`config.mk`:
```
export PLATFORM = sky130hd
export DESIGN_NAME = bin2bcd_seq_flat
export DESIGN_NICKNAME = d
export VERILOG_FILES = /design/src/rtl/bin2bcd_seq_if.sv /design/src/rtl/bin2bcd_seq.sv /design/src/flat_wrapper.sv
export SDC_FILE = /design/constraint.sdc
export NUM_CORES = 1
export LEC_CHECK = 0
export CORE_UTILIZATION = 59
export DETAILED_ROUTE_END_ITERATION = 6
export GPL_TIMING_DRIVEN = 1
export PLACE_DENSITY = 0.93
export REMOVE_ABC_BUFFERS = 1
export SETUP_SLACK_MARGIN = 0.4
export SLEW_MARGIN = 20
export SYNTH_ARGS = -nofsm -noshare
export SYNTH_HDL_FRONTEND = slang
export SYNTH_SLANG_ARGS = --single-unit
export TNS_END_PERCENT = 5
```
`constraint.sdc`:
```
create_clock -name clk -period 4.4 [get_ports clk]
set_input_delay 0.44 -clock clk [delete_from_list [all_inputs] [get_ports clk]]
set_output_delay 0.44 -clock clk [all_outputs]
set_load 0.05 [all_outputs]
```
`src/rtl/bin2bcd_seq_if.sv`:
```
// Start/busy/done conversion bus between a binary source and the BCD converter.
// The master drives the operand and start; the slave returns status and the held result.
interface bin2bcd_seq_if #(
    parameter int WIDTH  = 10,
    parameter int DIGITS = 4
);
    logic                  start;
    logic [WIDTH-1:0]      bin;
    logic                  busy;
    logic                  done;
    logic [4*DIGITS-1:0]   bcd;

    modport master (output start, output bin, input busy, input done, input bcd);
    modport slave  (input start, input bin, output busy, output done, output bcd);
endinterface

```
`src/rtl/bin2bcd_seq.sv`:
```
// Sequential double-dabble binary-to-BCD converter; result lands WIDTH edges after start is accepted.
// start is only sampled while idle (no queueing); bcd holds the last result between completions.
module bin2bcd_seq #(
    parameter int WIDTH  = 10,
    parameter int DIGITS = 4
) (
    input  logic          clk,
    input  logic          rst_n,
    bin2bcd_seq_if.slave  bus
);
    localparam int CW = $clog2(WIDTH + 1);
    localparam int BW = 4 * DIGITS;

    typedef enum logic {IDLE, SHIFT} state_t;

    state_t            state_q;
    logic [CW-1:0]     cnt_q;
    logic [WIDTH-1:0]  bin_q;
    logic [BW-1:0]     scr_q;
    logic [BW-1:0]     bcd_q;
    logic              busy_q;
    logic              done_q;

    logic [BW-1:0]     scr_fix;
    logic [BW-1:0]     scr_d;
    logic [WIDTH-1:0]  bin_d;

    // One bank of add-3 correctors, applied to every digit before the shift.
    always_comb begin
        scr_fix = scr_q;
        for (int i = 0; i < DIGITS; i++) begin
            if (scr_q[4*i +: 4] >= 4'd5) begin
                scr_fix[4*i +: 4] = scr_q[4*i +: 4] + 4'd3;
            end
        end
        scr_d = {scr_fix[BW-2:0], bin_q[WIDTH-1]};
        bin_d = {bin_q[WIDTH-2:0], 1'b0};
    end

    always_ff @(posedge clk or negedge rst_n) begin
        if (!rst_n) begin
            state_q <= IDLE;
            cnt_q   <= '0;
            bin_q   <= '0;
            scr_q   <= '0;
            bcd_q   <= '0;
            busy_q  <= 1'b0;
            done_q  <= 1'b0;
        end else begin
            done_q <= 1'b0;
            case (state_q)
                IDLE: begin
                    if (bus.start) begin
                        bin_q   <= bus.bin;
                        scr_q   <= '0;
                        cnt_q   <= CW'(WIDTH);
                        busy_q  <= 1'b1;
                        state_q <= SHIFT;
                    end
                end
                SHIFT: begin
                    scr_q <= scr_d;
                    bin_q <= bin_d;
                    cnt_q <= cnt_q - CW'(1);
                    // Last shift: publish the post-shift scratch and free the block.
                    if (cnt_q == CW'(1)) begin
                        bcd_q   <= scr_d;
                        done_q  <= 1'b1;
                        busy_q  <= 1'b0;
                        state_q <= IDLE;
                    end
                end
                default: state_q <= IDLE;
            endcase
        end
    end

    assign bus.busy = busy_q;
    assign bus.done = done_q;
    assign bus.bcd  = bcd_q;
endmodule

```
`src/flat_wrapper.sv`:
```
// flat-port wrapper written by rule: the top's interface ports become plain ports
module bin2bcd_seq_flat 
#(
    parameter int WIDTH  = 10,
    parameter int DIGITS = 4
)
  (clk, rst_n, bus_start, bus_bin, bus_busy, bus_done, bus_bcd);
  bin2bcd_seq_if #(.WIDTH(WIDTH), .DIGITS(DIGITS)) bus_i ();
  input  logic clk;
  input  logic rst_n;
  input wire logic [$bits(bus_i.start)-1:0] bus_start;
  input wire logic [$bits(bus_i.bin)-1:0] bus_bin;
  output wire logic [$bits(bus_i.busy)-1:0] bus_busy;
  output wire logic [$bits(bus_i.done)-1:0] bus_done;
  output wire logic [$bits(bus_i.bcd)-1:0] bus_bcd;
  assign bus_i.start = bus_start;
  assign bus_i.bin = bus_bin;
  assign bus_busy = bus_i.busy;
  assign bus_done = bus_i.done;
  assign bus_bcd = bus_i.bcd;
  bin2bcd_seq #(.WIDTH(WIDTH), .DIGITS(DIGITS)) u_core (.clk(clk), .rst_n(rst_n), .bus(bus_i));
endmodule
```
==> impl_metrics.py <==
metrics = {
    "synthesis": {
        "synth_compound_area_frac": 0.125,
        "synth-edff-count": 0,
        "yosysSeqAreaShare": 0.518,
        "synthMuxAreaShare": 0.0962,
        "synth-xor-area-share": 0.0222,
        "ys_ff_latch": 49,
        "synthArstFlopShare": 1.00,
        "synth_cell_type_count": 30,
        "yosys.area.top_type_share": 0.518,
        "synthFlopType": "dfrtp_1",
        "synth_top_family_by_area": "simple AND/OR/NAND/NOR gates",
        "synth.top_cells.by_area": "dfrtp_1, mux2i_1, ha_1",
        "netlist_instances": 223,
        "synth_area_leader_cell": "dfrtp_1",
        "synthAdderAreaFrac": 0.0529,
        "avgSynthCellArea_um2": 10.6,
        "netlist_area_mm2": 0.00237,
        "yosysWarnings": 0,
        "yosys.area_share.simple": 0.128,
    },
    "global_routing": {
        "first_global_vias": 1602,
        "grtUsageTotal": 0.240,
        "grt_antenna_before_repair": 0,
        "overflow": 0,
        "grt_pass1_wl_um": 7560,
        "grt_max_degree": 50,
    },
    "worst_setup_path": {
        "worstPathRequired_ps": 3960,
        "slowest_delay_ps": 820,
        "critical_path_arrival_ps": 1510,
        "critPathTopFamily": "buffers and inverters",
        "worst_setup_path_end_kind": "output pin",
        "crit_fanout": 2,
        "critPathLaunchType": "flop",
        "path_class": "flop to output pin",
        "crit_chain": "clkdlybuf4s50_1",
        "critPathSlowestCell": "clkdlybuf4s50_1",
        "path_buf_inv": 1,
    },
    "clock_tree": {
        "cts_tree": "built",
        "cts_sinks": 49,
        "post_cts_buffers": 0,
        "cts-root-buf": "clkbuf_8",
        "htreeDepth": 2,
        "clockBufferDepth": 2,
        "worst_skew_pair.late_latency_ps": 310,
        "post_cts_resized": 0,
        "cts_hold_buf": 0,
        "cts_buffers": 5,
        "clk_pin_slew_ps": 90,
    },
    "sta": {
        "fin_skew_ps": 10.6,
        "worst_pin_slew_ps": 605,
        "setup_viol": 0,
        "slew_headroom": 0.597,
        "rsz0062_at_grt": "false",
        "finalHoldViolations": 0,
        "period_needed_ps": 1950,
        "fin_tns_setup_ps": 0,
        "fmax_ghz": 0.513,
        "final_max_slew_viol_count": 0,
        "whs_ps": 127,
        "finalCritPeriodShare": 0.443,
    },
    "finish": {
        "area_delta_synth_final_pct": 17.3,
        "multi_input_area_mm2": 0.00100,
        "seq_area_mm2": 0.00123,
        "nets": 273,
        "antennaDiodeCount": 0,
        "fillCellCount": 269,
        "final_layout_size_suffix_gt1_frac": 0.0797,
    },
    "floorplanning": {
        "dieArea_mm2": 0.00427,
        "core_area_mm2": 0.00374,
        "ios": 31,
        "die_h_um": 65.3,
        "die_x_um": 65.3,
        "rows": 22,
        "start_util": 0.632,
    },
    "route": {
        "drc": 0,
        "vias": 1693,
        "wl_um": 4360,
        "drt_iter0_drc": 115,
        "via_per_inst": 5.66,
        "first_pass_iters": 4,
        "antenna_left": 0,
        "wl_per_cell_um": 14.6,
    },
    "placement": {
        "hpwl_um": 2780,
        "globalplace.congestion": 0.823,
        "io_buffers": 30,
    },
    "pwr": {
        "leakage_nw": 1.27,
        "power_density_mw_per_mm2": 821,
        "vdd_drop_max_mv": 0.394,
    },
    "status": {
        "status": "finished clean",
    },
    "job": {
        "maxCapViolCount": 0,
    },
    "min_path": {
        "min_path_type": "input port to asynchronous set/reset pin",
    },
}
-- stage by stage --
step | cell area [um2] | total power, mW | setup WS (ps) | cells | util
global route | 2780 | 2.43 | 2420 | 299 | 0.742
global placement | 2660 | 1.89 | 2620 | 291 | 0.710
detailed placement | 2660 | 1.94 | 2550 | 291 | 0.710
floorplan | 2290 | 1.61 | 2020 | 211 | -
CTS | 2770 | 2.29 | 2440 | 299 | 0.741
finish | 2780 | 2.28 | 2450 | 299 | 0.742
-- cells by family after synthesis --
| kind of cell | count (synthesis) |
|---|---|
| flip-flops | 49 |
| adder cells (fa/ha/maj) | 10 |
| AND/OR/NAND/NOR | 61 |
| XOR/XNOR | 6 |
| buffers and inverters | 25 |
| multiplexers | 20 |
| AO/OA/AOI/OAI | 52 |
-- flip-flops by register name, summed over array words and instances, names as in the netlist --
signal           count
u_core.cnt_q         4
u_core.bin_q        10
u_core.bus.busy      1
u_core.bus.done      1
u_core.bus.bcd      16
u_core.state_q       1
u_core.scr_q        16
-- cell usage in the layout, fill, tap and decap left out, types with 2 or more instances in the layout --
cell,netlist,layout
o21ai_0,20,20
mux2i_1,13,13
clkbuf_8,0,6
clkdlybuf4s50_1,0,29
inv_1,11,11
xnor2_1,6,6
a21oi_1,14,14
nand3_1,3,3
nand2_1,30,30
nor2_1,4,4
dfrtp_1,49,49
nor3b_1,10,10
mux2_2,2,2
mux2_4,5,5
buf_4,1,3
a21o_1,7,7
nand2b_1,4,4
ha_1,10,10
o22ai_1,7,7
nor3_1,8,8
-- cells in the mapped netlist, types with 2 or more instances --
cell	number
mux2_4	5
a21oi_1	14
nor3b_1	10
o21ai_0	20
o22ai_1	7
ha_1	10
nand2b_1	4
clkbuf_1	7
mux2_2	2
buf_6	2
mux2i_1	13
xnor2_1	6
nor2_1	4
dfrtp_1	49
inv_1	11
nand3_1	3
nor3_1	8
a21o_1	7
nand2_1	30
-- power breakdown --
group,internal [mW],switching (mW)
Clock,0.185,0.148
Combinational,0.470,0.677
Sequential,0.648,0.151
-- worst paths after layout --
kind	cells past startpoint	to	start	slack, ps
min in group clk	2	u_core.bus.bcd[8]$_DFFE_PN0P_	u_core.bus.bcd[8]$_DFFE_PN0P_	480
max in group asynchronous	1	u_core.cnt_q[2]$_DFFE_PN0P_	rst_n	3860
max reg2reg	5	u_core.bus.bcd[2]$_DFFE_PN0P_	u_core.cnt_q[1]$_DFFE_PN0P_	2530
min reg2reg	2	u_core.bus.bcd[8]$_DFFE_PN0P_	u_core.bus.bcd[8]$_DFFE_PN0P_	480
min	1	u_core.bus.bcd[5]$_DFFE_PN0P_	rst_n	130
max	1	bus_busy	u_core.bus.busy$_DFFE_PN0P_	2450
-- layout make-up --
cell class	count	area share
tap	48	0.0216
timing repair buffer	32	0.113
clock inverter	1	0.0108
clock buffer	7	0.0311
sequential	49	0.442
inverter	13	0.0203
multi-input combinational	149	0.362
-- metal layers --
metal  vias to the layer above  GRT usage  wire, um
li1                        825          -         -
met1                       816      0.328      1980
met2                        44      0.365      2090
met3                         8     0.0712       197
met4                         0     0.0842        84
met5                         -          0         0
No activity file was read; power rests on OpenSTA's default activity.
